==> config.mk <==
export PLATFORM = sky130hd
export DESIGN_NAME = uart_tx_cfg_flat
export DESIGN_NICKNAME = d
export VERILOG_FILES = /design/src/rtl/uart_pkg.sv /design/src/rtl/uart_tx_cfg_if.sv /design/src/rtl/uart_bit_timer.sv /design/src/rtl/uart_tx_cfg.sv /design/src/flat_wrapper.sv
export SDC_FILE = /design/constraint.sdc
export NUM_CORES = 1
export LEC_CHECK = 0
export CORE_ASPECT_RATIO = 1.75
export CORE_MARGIN = 4
export CORE_UTILIZATION = 30
export CTS_CLUSTER_SIZE = 25
export DETAILED_ROUTE_END_ITERATION = 12
export PLACE_DENSITY = 0.58
export SETUP_SLACK_MARGIN = 0.4
export SYNTH_ARGS = -nofsm -noshare
export SYNTH_HDL_FRONTEND = slang
export SYNTH_SLANG_ARGS = --single-unit
==> constraint.sdc <==
create_clock -name i_Clock -period 1.7 [get_ports i_Clock]
set_input_delay 0.34 -clock i_Clock [delete_from_list [all_inputs] [get_ports i_Clock]]
set_output_delay 0.34 -clock i_Clock [all_outputs]
set_load 0.02 [all_outputs]
==> src/rtl/uart_pkg.sv <==
// Shared definitions for the configurable UART transmitter and receiver.
package uart_pkg;

    typedef enum logic [2:0] {
        IDLE   = 3'd0,
        START  = 3'd1,
        DATA   = 3'd2,
        PARITY = 3'd3,
        STOP   = 3'd4
    } tx_state_t;

    typedef enum logic [1:0] {
        PAR_NONE     = 2'b00,
        PAR_EVEN     = 2'b01,
        PAR_ODD      = 2'b10,
        PAR_NONE_ALT = 2'b11
    } parity_t;

    localparam logic [3:0] MIN_DATA_BITS = 4'd5;

    // Clamp a requested data length into MIN_DATA_BITS..max_bits.
    function automatic logic [3:0] clamp_data_bits(input logic [3:0] req,
                                                   input logic [3:0] max_bits);
        if (req < MIN_DATA_BITS) begin
            return MIN_DATA_BITS;
        end else if (req > max_bits) begin
            return max_bits;
        end
        return req;
    endfunction

endpackage

==> src/rtl/uart_tx_cfg_if.sv <==
// Host-side handshake, frame configuration and line signals of the UART TX.
interface uart_tx_cfg_if #(
    parameter int UART_DATA_WIDTH   = 8,
    parameter int CONFIG_DATA_WIDTH = 32
);
    logic [CONFIG_DATA_WIDTH-1:0] uart_config_data;
    logic [3:0]                   i_Num_Bits;
    logic [1:0]                   i_Parity;
    logic                         i_Stop_Bits;
    logic                         i_Tx_DV;
    logic [UART_DATA_WIDTH-1:0]   i_Tx_Byte;
    logic                         o_Tx_Ready;
    logic                         o_Tx_Active;
    logic                         o_Tx_Serial;
    logic                         o_Tx_Done;

    modport master (
        output uart_config_data, i_Num_Bits, i_Parity, i_Stop_Bits, i_Tx_DV, i_Tx_Byte,
        input  o_Tx_Ready, o_Tx_Active, o_Tx_Serial, o_Tx_Done
    );

    modport slave (
        input  uart_config_data, i_Num_Bits, i_Parity, i_Stop_Bits, i_Tx_DV, i_Tx_Byte,
        output o_Tx_Ready, o_Tx_Active, o_Tx_Serial, o_Tx_Done
    );
endinterface

==> src/rtl/uart_bit_timer.sv <==
// Bit-period timer: bit_end marks the last cycle of each (divisor+1)-cycle bit.
module uart_bit_timer #(
    parameter int CONFIG_DATA_WIDTH = 32
) (
    input  logic                         i_Clock,
    input  logic                         i_Reset,
    input  logic                         load,
    input  logic [CONFIG_DATA_WIDTH-1:0] divisor,
    output logic                         bit_end
);
    localparam logic [CONFIG_DATA_WIDTH-1:0] ONE = {{(CONFIG_DATA_WIDTH-1){1'b0}}, 1'b1};

    logic [CONFIG_DATA_WIDTH-1:0] clk_count_reg;

    // Equality match means an all-ones divisor never needs the counter to wrap.
    assign bit_end = (clk_count_reg == divisor);

    // Count within a bit; restart on load or at the end of every bit period.
    always_ff @(posedge i_Clock) begin
        if (i_Reset || load || bit_end) begin
            clk_count_reg <= '0;
        end else begin
            clk_count_reg <= clk_count_reg + ONE;
        end
    end
endmodule

==> src/rtl/uart_tx_cfg.sv <==
// Runtime-configurable UART transmitter (5..UART_DATA_WIDTH data bits,
// none/even/odd parity, 1 or 2 stop bits). Format and divisor latch per frame.
module uart_tx_cfg
    import uart_pkg::*;
#(
    parameter int UART_DATA_WIDTH   = 8,
    parameter int CONFIG_DATA_WIDTH = 32
) (
    input  logic         i_Clock,
    input  logic         i_Reset,
    uart_tx_cfg_if.slave tx_if
);
    localparam logic [3:0] MAX_BITS = 4'(UART_DATA_WIDTH);

    tx_state_t                    state_reg, state_next;
    logic [UART_DATA_WIDTH-1:0]   shift_reg, shift_next;
    logic [3:0]                   bit_cnt_reg, bit_cnt_next;
    logic                         stop_cnt_reg, stop_cnt_next;
    logic                         serial_reg, serial_next;
    logic                         done_reg, done_next;

    logic [CONFIG_DATA_WIDTH-1:0] div_reg;
    logic [3:0]                   nbits_reg;
    parity_t                      parity_reg;
    logic                         stop2_reg;
    logic                         par_bit_reg;

    logic                         accept;
    logic                         bit_end;
    logic [3:0]                   nbits_clamped;
    logic [UART_DATA_WIDTH-1:0]   data_mask;
    parity_t                      parity_in;
    logic                         par_bit_in;

    assign accept        = (state_reg == IDLE) && tx_if.i_Tx_DV;
    assign nbits_clamped = clamp_data_bits(tx_if.i_Num_Bits, MAX_BITS);

    // Only bits below the clamped length take part in parity.
    generate
        for (genvar gi = 0; gi < UART_DATA_WIDTH; gi++) begin : g_mask
            assign data_mask[gi] = (4'(gi) < nbits_clamped);
        end
    endgenerate

    // Code 11 behaves as "no parity".
    assign parity_in  = (tx_if.i_Parity == 2'b01) ? PAR_EVEN :
                        (tx_if.i_Parity == 2'b10) ? PAR_ODD  : PAR_NONE;
    assign par_bit_in = (^(tx_if.i_Tx_Byte & data_mask)) ^ (parity_in == PAR_ODD);

    // Frame format and divisor are captured only at accept, so mid-frame changes wait.
    always_ff @(posedge i_Clock) begin
        if (i_Reset) begin
            div_reg     <= '0;
            nbits_reg   <= '0;
            parity_reg  <= PAR_NONE;
            stop2_reg   <= 1'b0;
            par_bit_reg <= 1'b0;
        end else if (accept) begin
            div_reg     <= tx_if.uart_config_data;
            nbits_reg   <= nbits_clamped;
            parity_reg  <= parity_in;
            stop2_reg   <= tx_if.i_Stop_Bits;
            par_bit_reg <= par_bit_in;
        end
    end

    // Held in reset while idle so the start bit begins a full period.
    uart_bit_timer #(
        .CONFIG_DATA_WIDTH(CONFIG_DATA_WIDTH)
    ) u_bit_timer (
        .i_Clock (i_Clock),
        .i_Reset (i_Reset),
        .load    (state_reg == IDLE),
        .divisor (div_reg),
        .bit_end (bit_end)
    );

    // FSM state, shift register, counters and registered line/done outputs.
    always_ff @(posedge i_Clock) begin
        if (i_Reset) begin
            state_reg    <= IDLE;
            shift_reg    <= '0;
            bit_cnt_reg  <= '0;
            stop_cnt_reg <= 1'b0;
            serial_reg   <= 1'b1;
            done_reg     <= 1'b0;
        end else begin
            state_reg    <= state_next;
            shift_reg    <= shift_next;
            bit_cnt_reg  <= bit_cnt_next;
            stop_cnt_reg <= stop_cnt_next;
            serial_reg   <= serial_next;
            done_reg     <= done_next;
        end
    end

    // Next-state logic; the line value is derived from the next state so it is registered.
    always_comb begin
        state_next    = state_reg;
        shift_next    = shift_reg;
        bit_cnt_next  = bit_cnt_reg;
        stop_cnt_next = stop_cnt_reg;
        done_next     = 1'b0;
        serial_next   = 1'b1;

        unique case (state_reg)
            IDLE: begin
                if (tx_if.i_Tx_DV) begin
                    state_next    = START;
                    shift_next    = tx_if.i_Tx_Byte;
                    bit_cnt_next  = '0;
                    stop_cnt_next = 1'b0;
                end
            end
            START: begin
                if (bit_end) begin
                    state_next = DATA;
                end
            end
            DATA: begin
                if (bit_end) begin
                    shift_next = shift_reg >> 1;
                    if (bit_cnt_reg == nbits_reg - 4'd1) begin
                        bit_cnt_next = '0;
                        state_next   = (parity_reg == PAR_NONE) ? STOP : PARITY;
                    end else begin
                        bit_cnt_next = bit_cnt_reg + 4'd1;
                    end
                end
            end
            PARITY: begin
                if (bit_end) begin
                    state_next = STOP;
                end
            end
            STOP: begin
                if (bit_end) begin
                    if (stop2_reg && !stop_cnt_reg) begin
                        stop_cnt_next = 1'b1;
                    end else begin
                        stop_cnt_next = 1'b0;
                        state_next    = IDLE;
                        done_next     = 1'b1;
                    end
                end
            end
            default: state_next = IDLE;
        endcase

        case (state_next)
            START:   serial_next = 1'b0;
            DATA:    serial_next = shift_next[0];
            PARITY:  serial_next = par_bit_reg;
            default: serial_next = 1'b1;
        endcase
    end

    assign tx_if.o_Tx_Ready  = (state_reg == IDLE);
    assign tx_if.o_Tx_Active = (state_reg != IDLE);
    assign tx_if.o_Tx_Serial = serial_reg;
    assign tx_if.o_Tx_Done   = done_reg;
endmodule

==> src/flat_wrapper.sv <==
// flat-port wrapper written by rule: the top's interface ports become plain ports
module uart_tx_cfg_flat import uart_pkg::*;
#(
    parameter int UART_DATA_WIDTH   = 8,
    parameter int CONFIG_DATA_WIDTH = 32
)
  (i_Clock, i_Reset, tx_if_uart_config_data, tx_if_i_Num_Bits, tx_if_i_Parity, tx_if_i_Stop_Bits, tx_if_i_Tx_DV, tx_if_i_Tx_Byte, tx_if_o_Tx_Ready, tx_if_o_Tx_Active, tx_if_o_Tx_Serial, tx_if_o_Tx_Done);
  uart_tx_cfg_if #(.UART_DATA_WIDTH(UART_DATA_WIDTH), .CONFIG_DATA_WIDTH(CONFIG_DATA_WIDTH)) tx_if_i ();
  input  logic i_Clock;
  input  logic i_Reset;
  input wire logic [$bits(tx_if_i.uart_config_data)-1:0] tx_if_uart_config_data;
  input wire logic [$bits(tx_if_i.i_Num_Bits)-1:0] tx_if_i_Num_Bits;
  input wire logic [$bits(tx_if_i.i_Parity)-1:0] tx_if_i_Parity;
  input wire logic [$bits(tx_if_i.i_Stop_Bits)-1:0] tx_if_i_Stop_Bits;
  input wire logic [$bits(tx_if_i.i_Tx_DV)-1:0] tx_if_i_Tx_DV;
  input wire logic [$bits(tx_if_i.i_Tx_Byte)-1:0] tx_if_i_Tx_Byte;
  output wire logic [$bits(tx_if_i.o_Tx_Ready)-1:0] tx_if_o_Tx_Ready;
  output wire logic [$bits(tx_if_i.o_Tx_Active)-1:0] tx_if_o_Tx_Active;
  output wire logic [$bits(tx_if_i.o_Tx_Serial)-1:0] tx_if_o_Tx_Serial;
  output wire logic [$bits(tx_if_i.o_Tx_Done)-1:0] tx_if_o_Tx_Done;
  assign tx_if_i.uart_config_data = tx_if_uart_config_data;
  assign tx_if_i.i_Num_Bits = tx_if_i_Num_Bits;
  assign tx_if_i.i_Parity = tx_if_i_Parity;
  assign tx_if_i.i_Stop_Bits = tx_if_i_Stop_Bits;
  assign tx_if_i.i_Tx_DV = tx_if_i_Tx_DV;
  assign tx_if_i.i_Tx_Byte = tx_if_i_Tx_Byte;
  assign tx_if_o_Tx_Ready = tx_if_i.o_Tx_Ready;
  assign tx_if_o_Tx_Active = tx_if_i.o_Tx_Active;
  assign tx_if_o_Tx_Serial = tx_if_i.o_Tx_Serial;
  assign tx_if_o_Tx_Done = tx_if_i.o_Tx_Done;
  uart_tx_cfg #(.UART_DATA_WIDTH(UART_DATA_WIDTH), .CONFIG_DATA_WIDTH(CONFIG_DATA_WIDTH)) u_core (.i_Clock(i_Clock), .i_Reset(i_Reset), .tx_if(tx_if_i));
endmodule
# After elaboration in Yosys (flattened, before gate mapping)
# Index checks and enable logic that the tools add are counted.
[totals] reg_bits=90
[classes] order_cmp=10 muxes=29 n_addsub=3 n_reduce_logical=14 eq_ne=15 bitwise=4
[op_table] operator="$add A32 B1 Y32 const B" n=1
[op_table] operator="$eq A32 B32 Y1" n=1
[op_table] operator="$mux W3" n=8
[op_table] operator="$mux W4" n=6
[op_table] operator="$lt A3 B4 Y1 const A" n=4
[op_table] operator="$mux W8" n=2
[op_table] operator="$pmux W8 S2" n=1
[op_table] operator="$pmux W3 S5" n=1
[op_table] operator="$eq A3 B2 Y1 const B" n=4
[op_table] operator="$and A8 B8 Y8" n=1
[op_table] operator="$lt A1 B4 Y1 const A" n=2
[op_table] operator="$lt A2 B4 Y1 const A" n=2
[op_table] operator="$pmux W4 S2" n=1
[op_table] operator="$reduce_xor A8 Y1" n=1
[op_table] operator="$eq A3 B1 Y1 const B" n=2
[op_table] operator="$mux W1" n=6
[op_table] operator="$ne A2 B2 Y1 const B" n=3
[op_table] operator="$reduce_and A3 Y1" n=2
[op_table] operator="$add A4 B1 Y4 const B" n=1
[op_table] operator="$eq A2 B2 Y1 const B" n=2
[op_table] operator="$eq A4 B4 Y1" n=1
[op_table] operator="$gt A4 B4 Y1 const B" n=1
[op_table] operator="$lt A4 B3 Y1 const B" n=1
[op_table] operator="$mux W2" n=2
[op_table] operator="15 further kinds" n=19

# Longest topological paths before layout
[logic_depth] ltp_word=8 mapped_depth=9 ltp_nobuf=9

# Hierarchy
# Synthesis repeated with hierarchy kept, for this count alone.
[unflattened] cells_unflattened=518 hier_area_um2=4394.2
[by_module_without_submodules] mod="uart_tx_cfg" cells_each=300 area_each_um2=2428.6 instances=1 seq_area_each_um2=1161.1
[by_module_without_submodules] mod="uart_bit_timer" cells_each=218 area_each_um2=1965.6 instances=1 seq_area_each_um2=640.6

# Worst setup path after synthesis
# Ideal clock, no wire load.
[synth_path] path_kind="register -> register" startpoint="reg u_core.state_reg[2]" endpoint="reg u_core.serial_reg, in the netlist u_core.tx_if.o_Tx_Serial" setup_ns=0.138 t_arrival_ns=2.054 path_slack_ns=-0.492 stages_incl_launch_ff=8 cell_sequence="dfxtp_1 clkbuf_1 nor3_1 nand2_1 o22ai_1 a221oi_1 o311ai_1 o311ai_1"
[synth_via] elab_cells_between_ends=18
[synth_rtl] item="from (decl)" line="uart_tx_cfg.sv:15" rtl="tx_state_t state_reg, state_next;"
[synth_rtl] item="from (signal assigned)" line="uart_tx_cfg.sv:88" rtl="state_reg <= state_next;"
[synth_rtl] item="$logic_not A3 Y1 *"
[synth_rtl] item="net tx_if_o_Tx_Ready" line="flat_wrapper.sv:17" rtl="output wire logic [$bits(tx_if_i.o_Tx_Ready)-1:0] tx_if_o_Tx_Ready;"
[synth_rtl] item="$pmux W3 S5" line="uart_tx_cfg.sv:106" rtl="unique case (state_reg)"
[synth_rtl] item="$eq A3 B2 Y1 / $eq A3 B1 Y1 (equally long branches)" line="uart_tx_cfg.sv:150" rtl="case (state_next)"
[synth_rtl] item="$pmux W1 S3 *" line="uart_tx_cfg.sv:150"
[synth_rtl] item="to (signal assigned)" line="uart_tx_cfg.sv:92" rtl="serial_reg <= serial_next;"
[synth_rtl] item="to (decl)" line="uart_tx_cfg.sv:19" rtl="logic serial_reg, serial_next;"
# The timed path passes the listed nets; every way through them passes the cells marked *.
# A chain may end at the register's enable or synchronous reset.

# Worst setup path in the final report
[layout_path] startpoint="reg u_core.u_bit_timer.clk_count_reg[7]" endpoint="reg u_core.bit_cnt_reg[3]"
[layout_via] elab_chain_len=3
[layout_rtl] item="from (decl)" line="uart_bit_timer.sv:13" rtl="logic [CONFIG_DATA_WIDTH-1:0] clk_count_reg;"
[layout_rtl] item="from (signal assigned)" line="uart_bit_timer.sv:23" rtl="clk_count_reg <= clk_count_reg + ONE;"
[layout_rtl] item="$eq A32 B32 Y1" line="uart_bit_timer.sv:16" rtl="assign bit_end = (clk_count_reg == divisor);"
[layout_rtl] item="$ne A2 B2 Y1 (no line)"
[layout_rtl] item="$reduce_and A3 Y1 (no line)"
[layout_rtl] item="to (signal assigned)" line="uart_tx_cfg.sv:90" rtl="bit_cnt_reg <= bit_cnt_next;"
[layout_rtl] item="to (decl)" line="uart_tx_cfg.sv:17" rtl="logic [3:0] bit_cnt_reg, bit_cnt_next;"
# Every way passes these cells.

==> results.tsv <==
metric	value	unit
Die Ht	164.3	um
Setup crit end kind	register	
Initial DRT Pass Iterations	4	
GRT overflow	0	
initial DRC count	161	
max_slew headroom	0.7211	
Final Hold Viols	0	
Synthesized Nets	553	
Max clock buf depth	2	
power share of the combinational group	0.283	
Final Setup Violations	50	
GP Congestion	0.8545	
Final Hold Slack	427.9	ps
vias in the first global route	4512	
EDFF count, synth	0	
Num CTS Buffers	9	
WP data arrival	2420	ps
final core occ	0.5675	
Switching Fraction	0.2838	
final worst slack	-435.5	ps
pre-CTS WS	-558.9	ps
minimum clock period	2135	ps
Hold Crit Class	in2reg	
Slew Viols, Final	0	
Area contributors post-synth	dfxtp_1, xor2_1, nand2_1	
slew of the pin with the lowest slew margin	416.8	ps
hpwl dp	8688	um
CP max-delay cell	a211o_4	
Most used DFF post-synth	dfxtp_1	
DIE WIDTH	97.31	um
clock sinks	90	
Pleak	3.136	nW
Max FO, Critical Path	3	
Synth Warn #	0	
DRT Wirelength	14830	um
fin area	0.007674	sq mm
root buf cell	clkbuf_16	
CP cell instances	xor2_2 > nor4_2 > buf_4 > and4_4 > nand3_4 > a211o_4 > nor4b_4 > o21ba_1	
switching power	1.727	mW
RSZ-0062 raised after global routing	yes	
Vias/cell	4.929	
layout cells sized above 1	0.5481	
max-cap violations	0	
sequential power share	0.378	
hold-fix buffers at CTS	0	
synthesized instance count	500	
H-tree levels	3	
P per Cell Area	793.0	mW/mm^2
total track usage	0.1836	
sum of negative setup slack	-15390	ps
Hold Path Stages	3	
CTS tree	done	
largest net degree at the start of global routing	59	
biggest area consumer among synthesized cells	dfxtp_1	
Final #Nets	726	
violated checks	negative setup slack	
port buffer count	53	
Area after DPL	0.005550	sq mm
antenna-violating nets left	0	
sequential share of the synthesized area	0.4302	
Netlist cell types	47	
Critical Path RT	1990	ps
CP Buf/Inv Count	1	
clock latency on the worst-skew pair	340	ps
Final Skew	4.669	ps
I/O Pins	54	
Synth Register Bits	90	
Setup CP Type	reg2reg	
core outline area	0.01352	sq mm
Async SR Flop Fraction	0	
P&R area growth vs syn	83.24	%
ant diodes	0	
part of the cycle the worst path needs	1.256	
worst vdd ir	0.5048	mV
internal power	4.358	mW
row count	56	
top cell type's share of synthesized area	0.4302	
Max Freq	468.3	MHz
Synth Area per Inst	8.376	sq um
die area	0.01599	sq mm
kind of cell adding the most delay to the critical path	simple AND/OR/NAND/NOR gates	
Initial Util	0.3097	
Register-to-Register Path Depth	8	
Clock power frac	0.339	
outcome	finished, violations left	
crit start category	register	
Worst-path clk slew	60	ps
antenna violations before repair	0	
DRC Markers	0	
WL per Instance	17.47	um
CP max stage delay	380	ps
Crit. path cell count	8	
Post-Syn Area	0.004188	sq mm
DR vias	4185	
global-route wire length before repair	22800	um
[final cells by class]
cell class / count / area (sq um)
repair buffers: 183 / 1873
clock inverters: 4 / 70.07
fillers: 1101 / 5849
multi-input cells: 381 / 3405
well taps: 174 / 217.7
clock buffers: 9 / 225.2
flip-flops and latches: 90 / 1853
inverters: 8 / 30.03
[power by group through the flow]
stage	registers, mW	logic (mW)	clock network [mW]
6_report	2.30	1.72	2.06
5_1_grt	2.31	1.82	2.19
4_1_cts	2.29	1.50	2.10
3_5_place_dp	2.33	0.909	0
3_3_place_gp	2.33	0.900	0
2_1_floorplan	2.32	0.524	0
[routing by layer]
metal / vias up / wire length [um] / global-route usage
met4: 0 / 635 / 0.09830
met5: - / 0 / 0
met3: 36 / 365 / 0.03655
met1: 2069 / 5183 / 0.1771
met2: 78 / 8647 / 0.3607
li1: 2002 / - / -
[per-stage QoR]
stage	std cells	total power [mW]
3_5_place_dp	789	3.240
2_1_floorplan	500	2.844
6_report	849	6.085
4_1_cts	842	5.894
5_1_grt	849	6.323
3_3_place_gp	789	3.226
[layout by cell type, fill, tap and decap left out, types with 3 or more instances in the layout]
| cell | netlist | layout |
|---|---|---|
| xnor2_1 | 19 | 14 |
| buf_4 | 0 | 91 |
| buf_12 | 0 | 6 |
| xor2_1 | 57 | 39 |
| dlygate4sd2_1 | 0 | 8 |
| xor2_2 | 0 | 18 |
| nor2b_1 | 4 | 3 |
| dfxtp_1 | 90 | 57 |
| dfxtp_4 | 0 | 4 |
| nand2b_1 | 4 | 4 |
| buf_6 | 1 | 22 |
| nand2_4 | 0 | 36 |
| nor4_4 | 1 | 6 |
| nor2_1 | 53 | 19 |
| xnor2_2 | 0 | 5 |
| inv_1 | 8 | 5 |
| nor4_2 | 9 | 4 |
| nor3_2 | 0 | 5 |
| nand3_1 | 14 | 12 |
| buf_16 | 0 | 10 |
| a21oi_1 | 55 | 9 |
| dfxtp_2 | 0 | 29 |
| clkdlybuf4s15_1 | 0 | 4 |
| nand2_2 | 0 | 4 |
| and3_1 | 8 | 6 |
| clkdlybuf4s50_1 | 0 | 36 |
| inv_2 | 0 | 3 |
| clkbuf_16 | 0 | 10 |
| a21oi_2 | 0 | 45 |
| nand4_1 | 8 | 8 |
| nand2_1 | 99 | 57 |
| nor2_4 | 0 | 30 |
| nor2_2 | 0 | 4 |
| a22oi_1 | 6 | 6 |
[tightest hold or removal path, stage by stage]
cell and delay (ps):
dlygate4sd2_1 210, nand3b_1 110, a21oi_1 60
[worst paths after layout]
check	endpoint	start	slack (ps)
worst max-delay path	u_core.bit_cnt_reg[3]$_SDFFE_PP0P_	u_core.u_bit_timer.clk_count_reg[7]$_SDFF_PP0_	-440
worst min register to register	u_core.shift_reg[6]$_SDFFE_PP0P_	u_core.shift_reg[6]$_SDFFE_PP0P_	470
worst min-delay path	u_core.parity_reg[0]$_SDFFE_PP0P_	tx_if_i_Parity[1]	430
worst max register to register	u_core.bit_cnt_reg[3]$_SDFFE_PP0P_	u_core.u_bit_timer.clk_count_reg[7]$_SDFF_PP0_	-440
[cells in the mapped netlist, types with 2 or more instances]
cell / n
nand2_1: 99
dfxtp_1: 90
xor2_1: 57
a21oi_1: 55
nor2_1: 53
xnor2_1: 19
nand3_1: 14
clkbuf_1: 12
nor4_2: 9
and3_1: 8
inv_1: 8
nand4_1: 8
nor3_1: 8
a22oi_1: 6
buf_2: 5
and4_1: 4
nand2b_1: 4
nor2b_1: 4
buf_1: 3
ha_1: 3
nand3b_1: 2
nor3b_1: 2
o21ai_0: 2
o311ai_1: 2
[repair_timing]
action,in CTS,in global routing
endpoints found under the setup margin,94,93
setup buffers,30,6
gates resized for setup,212,145
pin swaps,77,91
gates cloned,10,1
[cells by family after synthesis]
group,count (synthesis),share of synthesized area
buffers and inverters,29,0.02928
adders and majority gates,3,0.008964
xor gates and xnor gates,76,0.1589
DFF,90,0.4302
muxes,2,0.005079
and+or+nand+nor,225,0.2662
AOI/OAI and AO/OA,75,0.1013
Note: power is estimated with default switching activity, not from simulation.
